<file path="src/rtl/seg_pkg.sv">
// Shared constants and types for the seven-segment scan controller.
// Provides segment/anode idle codes, the hex segment table and the digit index type.
package seg_pkg;

   localparam logic [7:0] SEG_OFF   = 8'hFF;
   localparam logic [3:0] ANODE_OFF = 4'hF;

   // Active-low codes, bit 7 (DP) held high; entry n is hex digit n.
   localparam logic [15:0][7:0] HEX_SEG = {
      8'h8E, 8'h86, 8'hA1, 8'hC6,
      8'h83, 8'h88, 8'h90, 8'h80,
      8'hF8, 8'h82, 8'h92, 8'h99,
      8'hB0, 8'hA4, 8'hF9, 8'hC0
   };

   typedef logic [1:0] dig_idx_t;

   function automatic logic [3:0] anode_of(dig_idx_t k);
      return ~(4'b0001 << k);
   endfunction

endpackage

</file>
<file path="src/rtl/seg_scan_ctrl_if.sv">
// Frame write channel: 32-bit hex frame, blank and DP masks, valid/ready.
// master drives the frame, slave (the controller) returns wr_ready.
interface seg_scan_ctrl_if;

   logic [31:0] wr_data;
   logic [7:0]  wr_blank;
   logic [7:0]  wr_dp;
   logic        wr_valid;
   logic        wr_ready;

   modport master (
      output wr_data, wr_blank, wr_dp, wr_valid,
      input  wr_ready
   );

   modport slave (
      input  wr_data, wr_blank, wr_dp, wr_valid,
      output wr_ready
   );

endinterface

</file>
<file path="src/rtl/seg_scan_ctrl_hex_decode.sv">
// Combinational hex nibble to active-low 7-segment code (g..a in bits 6..0).
// Ports: i_nib nibble in, o_seg 7-bit segment code out.
module seg_hex_decode
   import seg_pkg::*;
(
   input  logic [3:0] i_nib,
   output logic [6:0] o_seg
);

   logic [7:0] w_code;

   assign w_code = HEX_SEG[i_nib];
   assign o_seg  = w_code[6:0];

endmodule

</file>
<file path="src/rtl/seg_scan_ctrl.sv">
// Two-display, 4-digit time-multiplexed seven-segment scan controller.
// Ports: clk, rst_n (async, active-low); wr (frame handshake, slave);
//   D0_seg/D1_seg active-low segments (bit 7 = DP); D0_a/D1_a active-low
//   anodes; frame_done one-cycle pulse per scan wrap.
// Option SEG_SCAN_BRIGHTNESS_PWM_EN adds input brightness[3:0] that
//   shortens each digit's on-time to (brightness+1)/16 of the dwell.
module seg_scan_ctrl
   import seg_pkg::*;
#(
   parameter int CLK_HZ   = 100_000_000,
   parameter int DIGIT_HZ = 1000
)(
   input  logic       clk,
   input  logic       rst_n,
   seg_scan_ctrl_if.slave wr,
`ifdef SEG_SCAN_BRIGHTNESS_PWM_EN
   input  logic [3:0] brightness,
`endif
   output logic [7:0] D0_seg,
   output logic [3:0] D0_a,
   output logic [7:0] D1_seg,
   output logic [3:0] D1_a,
   output logic       frame_done
);

   localparam int TICKS = CLK_HZ / DIGIT_HZ;
   localparam int PW    = (TICKS > 1) ? $clog2(TICKS) : 1;
   localparam logic [PW-1:0] P_LAST = PW'(TICKS - 1);

   logic [PW-1:0] r_presc;
   dig_idx_t      r_idx;

   logic [31:0] r_act_data;
   logic [7:0]  r_act_blank;
   logic [7:0]  r_act_dp;
   logic [31:0] r_pnd_data;
   logic [7:0]  r_pnd_blank;
   logic [7:0]  r_pnd_dp;
   logic        r_pnd_v;

   logic        w_tick;
   logic        w_wrap;
   logic        w_xfer;
   logic        w_on;
   logic [3:0]  w_nib0;
   logic [3:0]  w_nib1;
   logic [6:0]  w_code0;
   logic [6:0]  w_code1;
   logic        w_bl0;
   logic        w_bl1;
   logic        w_dp0;
   logic        w_dp1;
   logic        w_off0;
   logic        w_off1;

   assign w_tick = (r_presc == P_LAST);
   assign w_wrap = w_tick && (r_idx == 2'd3);
   assign w_xfer = wr.wr_valid && !r_pnd_v;

   assign wr.wr_ready = ~r_pnd_v;

`ifdef SEG_SCAN_BRIGHTNESS_PWM_EN
   localparam int STEP = TICKS / 16;
   localparam int LW   = PW + 1;

   logic [3:0]  r_bright;
   logic [3:0]  w_bright;
   logic [LW-1:0] w_lim;

   // Level is taken at the start of each dwell so one digit never
   // shows two different on-times.
   assign w_bright = (r_presc == '0) ? brightness : r_bright;
   assign w_lim    = LW'((32'(w_bright) + 32'd1) * 32'(STEP));
   assign w_on     = ({1'b0, r_presc} < w_lim);

   always_ff @(posedge clk or negedge rst_n) begin
      if (!rst_n) begin
         r_bright <= 4'hF;
      end else if (r_presc == '0) begin
         r_bright <= brightness;
      end
   end
`else
   assign w_on = 1'b1;
`endif

   // D1 uses the same digit index, offset by four nibbles.
   assign w_nib0 = r_act_data[{r_idx, 2'b00} +: 4];
   assign w_nib1 = r_act_data[{1'b1, r_idx, 2'b00} +: 4];
   assign w_bl0  = r_act_blank[{1'b0, r_idx}];
   assign w_bl1  = r_act_blank[{1'b1, r_idx}];
   assign w_dp0  = r_act_dp[{1'b0, r_idx}];
   assign w_dp1  = r_act_dp[{1'b1, r_idx}];
   assign w_off0 = w_bl0 || !w_on;
   assign w_off1 = w_bl1 || !w_on;

   seg_hex_decode u_dec0 (
      .i_nib (w_nib0),
      .o_seg (w_code0)
   );

   seg_hex_decode u_dec1 (
      .i_nib (w_nib1),
      .o_seg (w_code1)
   );

   always_ff @(posedge clk or negedge rst_n) begin
      if (!rst_n) begin
         r_presc    <= '0;
         r_idx      <= '0;
         frame_done <= 1'b0;
      end else begin
         frame_done <= w_wrap;
         if (w_tick) begin
            r_presc <= '0;
            r_idx   <= r_idx + 2'd1;
         end else begin
            r_presc <= r_presc + 1'b1;
         end
      end
   end

   // Commit uses the pre-edge pending flag, so a frame accepted on the
   // wrap edge waits for the following wrap. Capture and commit are
   // exclusive because capture requires the pending slot to be empty.
   always_ff @(posedge clk or negedge rst_n) begin
      if (!rst_n) begin
         r_act_data  <= '0;
         r_act_blank <= 8'hFF;
         r_act_dp    <= '0;
         r_pnd_data  <= '0;
         r_pnd_blank <= '0;
         r_pnd_dp    <= '0;
         r_pnd_v     <= 1'b0;
      end else if (w_wrap && r_pnd_v) begin
         r_act_data  <= r_pnd_data;
         r_act_blank <= r_pnd_blank;
         r_act_dp    <= r_pnd_dp;
         r_pnd_v     <= 1'b0;
      end else if (w_xfer) begin
         r_pnd_data  <= wr.wr_data;
         r_pnd_blank <= wr.wr_blank;
         r_pnd_dp    <= wr.wr_dp;
         r_pnd_v     <= 1'b1;
      end
   end

   // Segments and anodes share one register stage so they switch together.
   always_ff @(posedge clk or negedge rst_n) begin
      if (!rst_n) begin
         D0_seg <= SEG_OFF;
         D1_seg <= SEG_OFF;
         D0_a   <= ANODE_OFF;
         D1_a   <= ANODE_OFF;
      end else begin
         D0_seg <= w_off0 ? SEG_OFF : {~w_dp0, w_code0};
         D1_seg <= w_off1 ? SEG_OFF : {~w_dp1, w_code1};
         D0_a   <= w_off0 ? ANODE_OFF : anode_of(r_idx);
         D1_a   <= w_off1 ? ANODE_OFF : anode_of(r_idx);
      end
   end

endmodule

</file>
<file path="src/flat_wrapper.sv">
// flat-port wrapper written by rule: the top's interface ports become plain ports
module seg_scan_ctrl_flat import seg_pkg::*;
#(
   parameter int CLK_HZ   = 100_000_000,
   parameter int DIGIT_HZ = 1000
)
  (clk, rst_n, D0_seg, D0_a, D1_seg, D1_a, frame_done, wr_wr_data, wr_wr_blank, wr_wr_dp, wr_wr_valid, wr_wr_ready);
  seg_scan_ctrl_if wr_i ();
  input  logic clk;
  input  logic rst_n;
  output logic [7:0] D0_seg;
  output logic [3:0] D0_a;
  output logic [7:0] D1_seg;
  output logic [3:0] D1_a;
  output logic frame_done;
  input wire logic [$bits(wr_i.wr_data)-1:0] wr_wr_data;
  input wire logic [$bits(wr_i.wr_blank)-1:0] wr_wr_blank;
  input wire logic [$bits(wr_i.wr_dp)-1:0] wr_wr_dp;
  input wire logic [$bits(wr_i.wr_valid)-1:0] wr_wr_valid;
  output wire logic [$bits(wr_i.wr_ready)-1:0] wr_wr_ready;
  assign wr_i.wr_data = wr_wr_data;
  assign wr_i.wr_blank = wr_wr_blank;
  assign wr_i.wr_dp = wr_wr_dp;
  assign wr_i.wr_valid = wr_wr_valid;
  assign wr_wr_ready = wr_i.wr_ready;
  seg_scan_ctrl #(.CLK_HZ(CLK_HZ), .DIGIT_HZ(DIGIT_HZ)) u_core (.clk(clk), .rst_n(rst_n), .wr(wr_i), .D0_seg(D0_seg), .D0_a(D0_a), .D1_seg(D1_seg), .D1_a(D1_a), .frame_done(frame_done));
endmodule
</file>
<file path="config.mk">
export PLATFORM = sky130hd
export DESIGN_NAME = seg_scan_ctrl_flat
export DESIGN_NICKNAME = d
export VERILOG_FILES = /design/src/rtl/seg_pkg.sv /design/src/rtl/seg_scan_ctrl_if.sv /design/src/rtl/seg_scan_ctrl_hex_decode.sv /design/src/rtl/seg_scan_ctrl.sv /design/src/flat_wrapper.sv
export SDC_FILE = /design/constraint.sdc
export NUM_CORES = 1
export LEC_CHECK = 0
export CORE_UTILIZATION = 55
export CTS_CLUSTER_DIAMETER = 120
export CTS_CLUSTER_SIZE = 28
export DETAILED_ROUTE_END_ITERATION = 8
export PLACE_DENSITY = 0.77
export SLEW_MARGIN = 20
export SYNTH_ARGS = -nofsm -noshare
export SYNTH_HDL_FRONTEND = slang
export SYNTH_HIERARCHICAL = 1
export SYNTH_SLANG_ARGS = --single-unit
</file>
<file path="constraint.sdc">
create_clock -name clk -period 3.9 [get_ports clk]
set_input_delay 1.17 -clock clk [delete_from_list [all_inputs] [get_ports clk]]
set_output_delay 1.17 -clock clk [all_outputs]
set_load 0.02 [all_outputs]
</file>
Word-level counts from Yosys, hierarchy flattened
Memories as Yosys holds them, arrays and structs flattened.
Index checks and enable logic that the tools add are counted.
{"block": "totals", "in_bits": 51, "out_inout_bits": 26, "rom_bits": 256, "n_memories": 2, "word_cells": 55, "ff_bits": 141}
{"block": "classes", "n_addsub": 2, "mux": 17, "bitwise": 5, "n_shift": 3, "eq_ne": 2, "n_reduce_logical": 6, "order_cmp": 4}
{"name": "(no name shown)", "words": 16, "width": 8, "rd": 1, "rd_ports_with_merged_regs": 0, "write_ports": 0, "line": "seg_scan_ctrl_hex_decode.sv:12", "source": "assign w_code = HEX_SEG[i_nib];"}
{"name": "(no name shown)", "words": 16, "width": 8, "rd": 1, "rd_ports_with_merged_regs": 0, "write_ports": 0, "line": "seg_scan_ctrl_hex_decode.sv:12"}
{"cell": "$shiftx A32 B5 Y4", "count": 1}
{"cell": "$shiftx A32 B6 Y4", "count": 1}
{"cell": "$add A17 B1 Y17 const B", "count": 1}
{"cell": "$eq A17 B17 Y1 const B", "count": 1}
{"cell": "$mux W17", "count": 1}
{"cell": "$mux W8", "count": 2}
{"cell": "$mux W7", "count": 2}
{"cell": "$lt A4 B5 Y1 const B", "count": 2}
{"cell": "$bmux W1 S2", "count": 4}
{"cell": "$mux W4", "count": 2}
{"cell": "$mux W1", "count": 6}
{"cell": "$lt A2 B4 Y1 const B", "count": 1}
{"cell": "$lt A3 B4 Y1 const B", "count": 1}
{"cell": "$not A1 Y1", "count": 4}
{"cell": "$not A4 Y4", "count": 1}
{"cell": "$shl A1 B2 Y4 const A", "count": 1}
{"cell": "$logic_and A1 B1 Y1", "count": 3}
{"cell": "$add A2 B1 Y2 const B", "count": 1}
{"cell": "$eq A2 B2 Y1 const B", "count": 1}
{"cell": "$reduce_and A2 Y1", "count": 1}
{"cell": "$reduce_bool A2 Y1", "count": 1}
{"cell": "$logic_not A1 Y1", "count": 1}

Longest topological paths before layout
Gate-level depths: netlist (run 1).
{"block": "depth", "ltp_word": 5, "ltp_mapped": 8, "mapped_depth_nobuf": 7}

By module
The synthesis (run 1) kept the hierarchy.
{"module": "seg_scan_ctrl", "area_per_inst_um2": 5647.9, "seq_area_each_um2": 3568.4, "cells_per_inst": 361, "n_inst": 1}
{"module": "seg_hex_decode (u_core.u_dec1)", "area_per_inst_um2": 274.0, "seq_area_each_um2": 0.0, "cells_per_inst": 33, "n_inst": 1}
{"module": "seg_hex_decode (u_core.u_dec0)", "area_per_inst_um2": 252.7, "seq_area_each_um2": 0.0, "cells_per_inst": 31, "n_inst": 1}

Worst setup path after synthesis (run 1)
Ideal clock, no wire load.
{"block": "synth_path", "path_type": "register -> register", "startpoint": "register u_core.r_idx[0]", "endpoint": "register u_core.D1_seg[3]", "stages_incl_launch_ff": 8, "t_required_ps": 3816, "slack_ps": 1135, "t_arrival_ps": 2680, "period_less_slack_ps": 2765, "setup_time_ps": 84, "n_path_buf": 1, "path_cell_list": "dfrtp_1 buf_1 mux4_2 inv_1 ha_1 inv_1 mux4_1 or2_2"}
{"block": "synth_via", "elab_chain_len": 4, "word_cells_on_any_way": 6, "cone_classes": "shift: 1; mux: 4; memory: 1"}
{"element": "from (decl)", "line": "seg_scan_ctrl.sv:31", "source": "dig_idx_t r_idx;"}
{"element": "from (signal assigned)", "line": "seg_scan_ctrl.sv:116", "source": "r_idx <= r_idx + 2'd1;"}
{"element": "$shiftx A32 B6 Y4", "line": "seg_scan_ctrl.sv:89", "source": "assign w_nib1 = r_act_data[{1'b1, r_idx, 2'b00} +: 4];"}
{"element": "net u_core.w_nib1[0]", "line": "seg_scan_ctrl.sv:46", "source": "logic [3:0] w_nib1;"}
{"element": "$mem_v2 Z16 W8"}
{"element": "$mux W7 (implied by the code)", "line": "seg_scan_ctrl_hex_decode.sv:12"}
{"element": "net u_core.w_code1[3]", "line": "seg_scan_ctrl.sv:48", "source": "logic [6:0] w_code1;"}
{"element": "$mux W8", "line": "seg_scan_ctrl.sv:157", "source": "D1_seg <= w_off1 ? SEG_OFF : {~w_dp1, w_code1};"}
{"element": "to (signal assigned)", "line": "seg_scan_ctrl.sv:157"}
{"element": "to (decl)", "line": "seg_scan_ctrl.sv:21", "source": "output logic [7:0] D1_seg,"}
The timed path passes the listed nets, and every way through them passes these cells. The select of a mux whose other input is x is not followed.
A chain may end at the register's enable or synchronous reset.

Worst setup path in the final report (run 1)
{"block": "layout_path", "startpoint": "register u_core.r_pnd_v", "endpoint": "output port wr_wr_ready"}
{"block": "layout_via", "elab_chain_len": 1}
{"element": "from (decl)", "line": "seg_scan_ctrl.sv:39", "source": "logic r_pnd_v;"}
{"element": "from (signal assigned)", "line": "seg_scan_ctrl.sv:134", "source": "r_pnd_v <= 1'b0;"}
{"element": "from (signal assigned)", "line": "seg_scan_ctrl.sv:139", "source": "r_pnd_v <= 1'b0;"}
{"element": "from (signal assigned)", "line": "seg_scan_ctrl.sv:144", "source": "r_pnd_v <= 1'b1;"}
{"element": "$not A1 Y1", "line": "seg_scan_ctrl.sv:60", "source": "assign wr.wr_ready = ~r_pnd_v;"}
{"element": "to (decl)", "line": "flat_wrapper.sv:20", "source": "output wire logic [$bits(wr_i.wr_ready)-1:0] wr_wr_ready;"}
No other way between the ends.

==> impl_metrics.tcl, run 1 <==
set metrics [dict create \
    status "finished clean" \
    drt_drc_violations_left 0 \
    first_global_vias 3865 \
    dieWidth_um 108 \
    seqCellArea_um2 3570 \
    layout-area-overhead-vs-synth_pct 24.6 \
    critPathArrivalTime_ns 1.65 \
    synth-edff-count 0 \
    cts.hold.buffers_added 0 \
    rr_startpoint "u_core/r_idx[0]" \
    drv.max_cap_violation_count 0 \
    floorplan.die.height_um 108 \
    normalized_max_slew_margin 0.387 \
    cts_tree "built" \
    die_area_um2 11700 \
    routed_wirelength_um 11500 \
    slew_viol_final 0 \
    main_combinational_cell_family_by_area_after_synthesis "multiplexers" \
    drtAntennaViolNets 0 \
    globalRoute.totalOverflow 0 \
    crit_fanout 4 \
    tns_ns 0 \
    synth.avg_cell_area_um2 14.5 \
    fp-row-count 38 \
    dp_hpwl_um 7490 \
    yosysUniqueCellTypes 42 \
    min_path_cells 1 \
    vdd_ir_drop_max_mv 0.274 \
    timing.reg2reg.setup_slack_ns 1.24 \
    synth_cells 425 \
    drtIter0Drc 149 \
    grt.total_usage 0.219 \
    p_leak_nw 3.41 \
    post_synth_and_or_nand_nor_area_fraction 0.0768 \
    clkSlewWorstSetupHoldPaths_ns 0.06 \
    finalHoldViolations 0 \
    grt_pass1_wl_um 19200 \
    post-route-period-util 0.724 \
    hold_path_startpoint "u_core/r_act_data[23]" \
    tritoncts.num_buffers 17 \
    worst_r2r_path_depth 6 \
    rsz_0062_raised_after_global_routing "false" \
    route.vias.total 3656 \
    cts_root_buffer "sky130_fd_sc_hd__clkbuf_8" \
    worst-slew-pin-transition_ns 0.919 \
    synth_xor_xnor_area_share 0.0213 \
    setup-violations-final 0 \
    crit_type "reg -> out" \
    synth_async_sr_flop_share 1.00 \
    power_density_nw_per_um2 434 \
    numClockSinks 141 \
    port_buffer_count 76 \
    yosys.area_share.adder 0.0385 \
    min_path_type "reg -> reg" \
    worst_setup_end_kind "primary output" \
    detail_route.first_pass.iterations 4 \
    synth_compound_gate_area_share 0.0162 \
    syn-cell-area_um2 6170 \
    ys_warn_count 6 \
    min_delay_worst_endpoint "u_core/r_act_data[23]" \
    multiInputGateArea_um2 2450 \
    skew_ns 0.0119 \
    worstSetupStartpointType "register" \
    core_area_um2 10900 \
    route.detailed.wl_per_inst_um 17.3 \
    clockBufferDepth 2 \
    ys_ff_latch 141 \
    post_cts.repair.setup_buffers 0 \
    timing.fmax_mhz 354 \
    initial_core_util 0.567 \
    num_antenna_cells 0 \
    layout_cell_share_with_drive_strength_beyond_1 0.366 \
    yosys-mux-area-fraction 0.242 \
    timing.rr.end "u_core/D1_seg[3]" \
    top_level_ports 77 \
    clock_insertion_delay_worst_skew_ns 0.52 \
    cts_repair_resize_count 0 \
    synthFlopType "sky130_fd_sc_hd__dfrtp_1" \
    nFillCells 778 \
    grt_antenna_before_repair 0 \
    grt_max_degree 104 \
    hold_ws_ns 0.484 \
    final_net_count 579 \
    avgViaCountPerCell 5.52 \
    synth_fp_nets 495 \
    gp_weighted_congestion 0.808 \
    required_time_worst_endpoint_ns 2.73 \
    cts_max_level 4 \
    synth_sequential_area_ratio 0.578 \
    finalCriticalPeriod_ns 2.82 \
]
per-layer routing:
layer	vias to the layer above	wire length, um	part of all wire	global-route usage
met5	-	0	0	0
met1	1896	5150	0.45	0.285
met2	90	5790	0.51	0.364
li1	1659	-	-	-
met3	11	410	0.036	0.0470
met4	0	108	0.0094	0.0802
layout by cell type (no fill, tap or decap), types with 2 or more instances in the layout:
master | Yosys | layout
sky130_fd_sc_hd__dfrtp_1 | 109 | 109
sky130_fd_sc_hd__mux2_2 | 87 | 87
sky130_fd_sc_hd__clkdlybuf4s50_1 | 0 | 75
sky130_fd_sc_hd__dfstp_2 | 32 | 32
sky130_fd_sc_hd__ha_1 | 19 | 19
sky130_fd_sc_hd__clkbuf_16 | 0 | 16
sky130_fd_sc_hd__nor2_1 | 16 | 16
sky130_fd_sc_hd__or2_2 | 14 | 14
sky130_fd_sc_hd__mux4_2 | 13 | 13
sky130_fd_sc_hd__inv_1 | 13 | 13
sky130_fd_sc_hd__nand2b_1 | 13 | 13
sky130_fd_sc_hd__nand2_1 | 9 | 9
sky130_fd_sc_hd__xnor2_1 | 9 | 9
sky130_fd_sc_hd__mux2_1 | 9 | 9
sky130_fd_sc_hd__o21ai_0 | 8 | 8
sky130_fd_sc_hd__mux2i_1 | 8 | 8
sky130_fd_sc_hd__buf_4 | 4 | 7
sky130_fd_sc_hd__or3_1 | 6 | 6
sky130_fd_sc_hd__nand3_1 | 6 | 6
sky130_fd_sc_hd__xor2_1 | 6 | 6
sky130_fd_sc_hd__clkinv_4 | 0 | 5
sky130_fd_sc_hd__bufinv_16 | 0 | 4
sky130_fd_sc_hd__nor4_1 | 4 | 4
sky130_fd_sc_hd__clkinvlp_4 | 0 | 3
sky130_fd_sc_hd__nand4_1 | 3 | 3
sky130_fd_sc_hd__clkinv_2 | 0 | 2
sky130_fd_sc_hd__nand4bb_1 | 2 | 2
sky130_fd_sc_hd__a21oi_1 | 2 | 2
sky130_fd_sc_hd__and3_1 | 3 | 2
layout make-up:
cell class | count | area share
Sequential cell | 141 | 0.464
Multi-Input combinational cell | 251 | 0.318
Timing Repair Buffer | 84 | 0.108
Clock buffer | 18 | 0.0543
Clock inverter | 14 | 0.0255
Tap cell | 140 | 0.0228
Inverter | 14 | 0.00683
metrics by stage:
step	setup slack [ns]	power [mW]	std cells	cell area, um2	util
6_report	1.08	3.34	662	7690	0.707
5_1_grt	1.03	3.45	662	7690	0.707
4_1_cts	1.05	3.36	662	7690	0.707
3_5_place_dp	0.948	1.72	630	7080	0.650
3_3_place_gp	0.980	1.71	630	7080	0.650
2_1_floorplan	1.14	1.62	425	6170	-
cell usage after synthesis (4+ instances only):
library cell	number	area share
sky130_fd_sc_hd__dfrtp_1	109	0.44
sky130_fd_sc_hd__mux2_2	87	0.16
sky130_fd_sc_hd__dfstp_2	32	0.14
sky130_fd_sc_hd__ha_1	19	0.039
sky130_fd_sc_hd__nor2_1	16	0.0097
sky130_fd_sc_hd__or2_2	14	0.014
sky130_fd_sc_hd__inv_1	13	0.0079
sky130_fd_sc_hd__mux4_2	13	0.047
sky130_fd_sc_hd__nand2b_1	13	0.013
sky130_fd_sc_hd__mux2_1	9	0.016
sky130_fd_sc_hd__nand2_1	9	0.0055
sky130_fd_sc_hd__xnor2_1	9	0.013
sky130_fd_sc_hd__mux2i_1	8	0.013
sky130_fd_sc_hd__o21ai_0	8	0.0065
sky130_fd_sc_hd__nand3_1	6	0.0049
sky130_fd_sc_hd__or3_1	6	0.0061
sky130_fd_sc_hd__xor2_1	6	0.0085
sky130_fd_sc_hd__buf_1	5	0.0030
sky130_fd_sc_hd__clkbuf_1	5	0.0030
sky130_fd_sc_hd__buf_4	4	0.0049
sky130_fd_sc_hd__nor4_1	4	0.0041
critical path: stages (launching register included):
cell                              delay, ns
sky130_fd_sc_hd__dfrtp_1               0.46
sky130_fd_sc_hd__inv_1                 0.09
sky130_fd_sc_hd__clkdlybuf4s50_1       0.59
registers in the layout (all words and copies together) (netlist names):
signal,count
u_core/r_act_data,32
u_core/r_pnd_data,32
u_core/r_presc,17
u_core/D0_seg,8
u_core/D1_seg,8
u_core/r_act_blank,8
u_core/r_act_dp,8
u_core/r_pnd_blank,8
u_core/r_pnd_dp,8
u_core/D0_a,4
u_core/D1_a,4
u_core/r_idx,2
u_core/frame_done,1
u_core/r_pnd_v,1
logic make-up (layout without fill, tap and decap cells):
kind of cell | after synthesis | in the layout
DFF | 141 | 141
muxes | 119 | 119
and+or+nand+nor | 82 | 82
buffers and inverters | 33 | 130
adders and majority gates | 19 | 19
AOI/OAI and AO/OA | 16 | 16
xor gates and xnor gates | 15 | 15
how the worst max path moves through the flow:
stage                            to              from  slack [ns]  cells past startpoint
2_1_floorplan      u_core/D1_seg[3]   u_core/r_idx[0]        1.14                      7
3_3_place_gp   u_core/r_pnd_data[1]       wr_wr_valid        0.98                      4
3_5_place_dp   u_core/r_pnd_data[6]       wr_wr_valid        0.95                      4
4_1_cts                   D0_seg[7]  u_core/D0_seg[7]        1.05                      1
5_1_grt                   D0_seg[0]  u_core/D0_seg[0]        1.03                      1
6_report                wr_wr_ready    u_core/r_pnd_v        1.08                      2
where the power goes:
| group | total (mW) | switching, mW | internal, mW | leakage [nW] |
|---|---|---|---|---|
| sequential | 1.55 | 0.0311 | 1.52 | 1.76 |
| combinational | 0.137 | 0.0496 | 0.0873 | 1.36 |
| clock | 1.65 | 0.606 | 1.04 | 0.291 |
No activity file was read; power rests on OpenSTA's default activity.
==> inputs of run 2 (changes only) <==
Clock period 3.9 ns to 2.6 ns, I/O delays scaled along.
==> run 2 against run 1 <==
First-iteration DRC count shrank 38%. Core utilization increased by 0.69 points. Non-clock buffer count rose by 1. Wire length shrank 1.6%. Global-route usage grew 0.10 points. Via count is 1.8% lower. Clock skew shrank 0.0054 ns. Largest cell class unchanged. Count of clock-buffer cells in the layout up 5. Sequential power rose by 50%. Register-to-register slack got worse by 1.0 ns. Largest power group unchanged. Critical path depth fell by 1.
==> impl_metrics.tcl, run 2 (synthesis gave the netlist of run 1 again) <==
set metrics [dict create \
    power_frac_clock 0.500 \
    routed_wirelength_um 11300 \
    power_density_nw_per_um2 654 \
    reg_top3 "u_core/r_act_data: 32 flops, u_core/r_pnd_data: 32 flops, u_core/r_presc: 17 flops" \
    finalHoldViolations 0 \
    critPathArrivalTime_ns 1.65 \
    port_buffer_count 76 \
    clockBufferDepth 2 \
    floorplan.die.height_um 108 \
    dp_hpwl_um 7530 \
    cp_cell_sequence "clkdlybuf4s50_1" \
    detail_route.first_pass.iterations 4 \
    grt.total_usage 0.220 \
    clock_insertion_delay_worst_skew_ns 0.52 \
    cts_max_level 4 \
    grt_antenna_before_repair 0 \
    post-place-ws_ns 0.228 \
    cts.hold.buffers_added 0 \
    swShare 0.197 \
    p_leak_nw 3.44 \
    setup-violations-final 0 \
    drtAntennaViolNets 0 \
    worst_slack_ns 0.173 \
    num_antenna_cells 0 \
    cp_slowest_stage_delay_ns 0.60 \
    cp_num_buf_inv 1 \
    crit_type "reg -> out" \
    tns_ns 0 \
    cts_repair_resize_count 0 \
    skew_ns 0.00655 \
    clkSlewWorstSetupHoldPaths_ns 0.06 \
    drt_drc_violations_left 0 \
    netsw_mw 1.00 \
    cts_root_buffer "sky130_fd_sc_hd__clkbuf_8" \
    p_comb_frac 0.041 \
    required_time_worst_endpoint_ns 1.82 \
    normalized_max_slew_margin 0.673 \
    post_cts.repair.setup_buffers 0 \
    final_net_count 580 \
    fp-row-count 38 \
    internal_power_mw 4.08 \
    drtIter0Drc 93 \
    vdd_ir_drop_max_mv 0.351 \
    core_area_um2 10900 \
    min_path_type "in -> async" \
    status "finished clean" \
    slew_viol_final 0 \
    rsz_0062_raised_after_global_routing "false" \
    gp_weighted_congestion 0.797 \
    crit_fanout 1 \
    die_area_um2 11700 \
    worst_setup_end_kind "primary output" \
    top_level_ports 77 \
    most-common-layout-cells "sky130_fd_sc_hd__dfrtp_1, sky130_fd_sc_hd__mux2_2, sky130_fd_sc_hd__clkdlybuf4s50_1" \
    path_delay_family "buffers and inverters" \
    dieWidth_um 108 \
    initial_core_util 0.567 \
    grt_max_degree 57 \
    worst-slew-pin-transition_ns 0.490 \
    drv.max_cap_violation_count 0 \
    post-route-period-util 0.934 \
    layout_cell_share_with_drive_strength_beyond_1 0.365 \
    seqPwrFrac 0.459 \
    avgViaCountPerCell 5.41 \
    layout-area-overhead-vs-synth_pct 25.8 \
    worstSetupStartpointType "register" \
    critPathSlowestCell "sky130_fd_sc_hd__clkdlybuf4s50_1" \
    grt_pass1_wl_um 19200 \
    route.detailed.wl_per_inst_um 17.0 \
    numClockSinks 141 \
    cts_tree "built" \
    finalCriticalPeriod_ns 2.43 \
    route.vias.total 3590 \
    globalRoute.totalOverflow 0 \
    hold_ws_ns 0.183 \
    first_global_vias 3789 \
    layout_commonest_cell "sky130_fd_sc_hd__dfrtp_1" \
    timing.fmax_mhz 412 \
    tritoncts.num_buffers 17 \
]
[run 2: cell types whose count changed in the layout (fill, tap and decap cells not counted)]
cell / change
sky130_fd_sc_hd__buf_4: -3
sky130_fd_sc_hd__clkinvlp_4: -2
sky130_fd_sc_hd__clkbuf_8: +4
sky130_fd_sc_hd__inv_6: +1
sky130_fd_sc_hd__clkinv_4: -4
sky130_fd_sc_hd__buf_12: +4
sky130_fd_sc_hd__clkbuf_1: +1
[run 2: metal layers]
metal / vias up / GRT usage / part of all wire
met1: 1839 / 0.288 / 0.45
li1: 1658 / - / -
met3: 14 / 0.0542 / 0.036
met5: - / 0 / 0
met2: 79 / 0.357 / 0.50
met4: 0 / 0.0832 / 0.014
[run 2: worst paths after layout]
path                              startpoint                   end  slack, ns  cells past startpoint
max                         u_core/D0_seg[7]             D0_seg[7]       0.17                      1
min                                    rst_n  u_core/r_pnd_data[1]       0.18                      1
max reg2reg                  u_core/r_idx[0]      u_core/D0_seg[3]       0.20                      7
min reg2reg                u_core/r_presc[0]     u_core/r_presc[0]       0.47                      1
max in group asynchronous              rst_n      u_core/D1_seg[7]       1.75                      2
min in group clk           u_core/r_presc[0]     u_core/r_presc[0]       0.47                      1
[run 2: power by group through the flow]
stage / clock network (mW) / registers [mW] / logic (mW)
after floorplan: 0 / 2.35 / 0.0759
after global placement: 0 / 2.37 / 0.202
after detailed placement: 0 / 2.37 / 0.211
after CTS: 2.58 / 2.33 / 0.212
after global routing: 2.70 / 2.34 / 0.229
final: 2.54 / 2.33 / 0.206
[run 2: per-stage QoR]
| stage | power (mW) | util | cells | area (um2) |
|---|---|---|---|---|
| after detailed placement | 2.58 | 0.655 | 631 | 7140 |
| after global placement | 2.57 | 0.655 | 631 | 7140 |
| after floorplan | 2.42 | - | 425 | 6180 |
| after CTS | 5.13 | 0.713 | 663 | 7770 |
| final | 5.08 | 0.713 | 663 | 7770 |
| after global routing | 5.27 | 0.713 | 663 | 7770 |
[run 2: layout make-up]
type                    instances  area [um2]
flip-flops and latches        141        3570
clock inverters                 9         155
inverters                      14        52.6
repair buffers                 85         892
fillers                       758        3120
well taps                     140         175
multi-input cells             251        2450
clock buffers                  23         477
==> inputs of run 3 (changes only) <==
Clock period 2.6 ns to 2.8 ns, I/O delays scaled along.
==> run 3 against run 2 <==
Non-clock buffer count up 4. Register-to-register slack improved by 0.07 ns. Critical path depth up 5. Die area did not move. Flip-flop and latch count is the same. Largest cell class unchanged.
==> impl_metrics.tcl, run 3 (synthesis gave the netlist of run 1 again) <==
set metrics [dict create \
    status "finished clean" \
    finalCriticalPeriod_ns 2.53 \
    skew_ns 0.00705 \
    post-route-cell-area_um2 7690 \
    setup-violations-final 0 \
    route.detailed.wl_per_inst_um 16.7 \
    num_antenna_cells 0 \
    most-common-layout-cells "sky130_fd_sc_hd__dfrtp_1, sky130_fd_sc_hd__mux2_2, sky130_fd_sc_hd__clkdlybuf4s50_1" \
    initial_core_util 0.567 \
    slew_viol_final 0 \
    critPathSlowestCell "sky130_fd_sc_hd__mux4_2" \
    first_global_vias 3885 \
    p_leak_nw 3.41 \
    dieWidth_um 108 \
    cp_common_cell "sky130_fd_sc_hd__inv_1" \
    drtAntennaViolNets 0 \
    post-route-period-util 0.903 \
    cp_slowest_stage_delay_ns 0.66 \
    clkSlewWorstSetupHoldPaths_ns 0.06 \
    detail_route.first_pass.iterations 4 \
    worst_r2r_path_depth 6 \
    die_area_um2 11700 \
    fp-row-count 38 \
    finalHoldViolations 0 \
    crit_type "reg -> reg" \
    dp_hpwl_um 7960 \
    numClockSinks 141 \
    worst-slew-pin-transition_ns 0.490 \
    cts.hold.buffers_added 0 \
    cts_max_level 4 \
    top_level_ports 77 \
    timing.fmax_mhz 395 \
    routed_wirelength_um 11100 \
    layout-area-overhead-vs-synth_pct 24.6 \
    worstSetupStartpointType "register" \
    critPathArrivalTime_ns 3.00 \
    clock_insertion_delay_worst_skew_ns 0.55 \
    drt_drc_violations_left 0 \
    layout_cell_share_with_drive_strength_beyond_1 0.374 \
    floorplan.die.height_um 108 \
    rsz_0062_raised_after_global_routing "false" \
    detailed_place.area_um2 7130 \
    final_core_util 0.707 \
    grt_max_degree 51 \
    cts_root_buffer "sky130_fd_sc_hd__clkbuf_8" \
    post_cts.repair.setup_buffers 0 \
    power_mw 4.49 \
    grt.total_usage 0.227 \
    layout_commonest_cell "sky130_fd_sc_hd__dfrtp_1" \
    tritoncts.num_buffers 17 \
    crit_fanout 8 \
    power_density_nw_per_um2 583 \
    hold_ws_ns 0.209 \
    normalized_max_slew_margin 0.673 \
    timing.rr.end "u_core/D1_seg[3]" \
    min_path_type "in -> async" \
    port_buffer_count 76 \
    timing.reg2reg.setup_slack_ns 0.27 \
    vdd_ir_drop_max_mv 0.521 \
    cts_tree "built" \
    route.vias.total 3613 \
    rr_startpoint "u_core/r_idx[0]" \
    final_net_count 584 \
    avgViaCountPerCell 5.42 \
    tns_ns 0 \
    globalRoute.totalOverflow 0 \
    grt_pass1_wl_um 19400 \
    grt_antenna_before_repair 0 \
    gp_weighted_congestion 0.862 \
    drtIter0Drc 156 \
    cts_repair_resize_count 0 \
    clockBufferDepth 2 \
    cp_cell_sequence "mux4_2, inv_1, ha_1, inv_1, mux4_1, or2_2" \
    drv.max_cap_violation_count 0 \
    reg_top3 "u_core/r_act_data: 32 flops, u_core/r_pnd_data: 32 flops, u_core/r_presc: 17 flops" \
    worst_setup_end_kind "register" \
    required_time_worst_endpoint_ns 3.27 \
    core_area_um2 10900 \
]
==> run 3: cell types whose count changed in the layout (fill, tap and decap cells not counted) <==
cell | before | now
sky130_fd_sc_hd__bufinv_16 | 4 | 1
sky130_fd_sc_hd__clkinvlp_4 | 1 | 4
sky130_fd_sc_hd__buf_4 | 4 | 11
sky130_fd_sc_hd__clkinv_4 | 1 | 2
sky130_fd_sc_hd__buf_12 | 5 | 2
sky130_fd_sc_hd__inv_6 | 1 | 6
sky130_fd_sc_hd__clkinv_2 | 2 | 0
sky130_fd_sc_hd__inv_8 | 0 | 2
sky130_fd_sc_hd__clkbuf_8 | 5 | 1
sky130_fd_sc_hd__clkbuf_1 | 2 | 0
==> run 3: where the power goes <==
part | switching [mW] | internal, mW
sequential | 0.0456 | 2.12
combinational | 0.0688 | 0.124
clock | 0.922 | 1.21
==> run 3: metal layers <==
layer	vias to the layer above	part of all wire	global-route usage	routed length, um
li1	1671	-	-	-
met1	1838	0.46	0.294	5120
met2	91	0.48	0.355	5330
met3	13	0.048	0.0844	536
met4	0	0.014	0.0705	160
met5	-	0	0	0
==> run 3: metrics by stage <==
| step | worst slack (ns) | std cells |
|---|---|---|
| after floorplan | 0.0352 | 425 |
| after global placement | 0.360 | 635 |
| after detailed placement | 0.257 | 635 |
| after CTS | 0.239 | 667 |
| after global routing | 0.153 | 667 |
| final | 0.271 | 667 |
==> run 3: critical path: cells and delay by family (launching register included) <==
family                     cells  cell delay [ns]
adders and majority gates      1             0.16
muxes                          2             1.13
DFF                            1             0.65
buffers and inverters          2             0.22
and+or+nand+nor                1             0.30
==> run 3: cell type report <==
type	instances	area, um2
repair buffers	89	885
well taps	140	175
multi-input cells	251	2450
flip-flops and latches	141	3570
clock buffers	17	414
clock inverters	15	153
fillers	783	3190
inverters	14	52.6
==> run 3: worst max-delay path by stage <==
stage	from	depth (start not counted)	to	slack [ns]
finish	u_core/r_idx[0]	6	u_core/D1_seg[3]	0.27
global route	u_core/r_idx[0]	6	u_core/D0_seg[3]	0.15
CTS	u_core/D0_seg[7]	1	D0_seg[7]	0.24
detailed placement	u_core/r_idx[0]	6	u_core/D1_seg[3]	0.26
global placement	u_core/r_idx[0]	6	u_core/D1_seg[3]	0.36
floorplan	u_core/r_idx[0]	7	u_core/D1_seg[3]	0.04
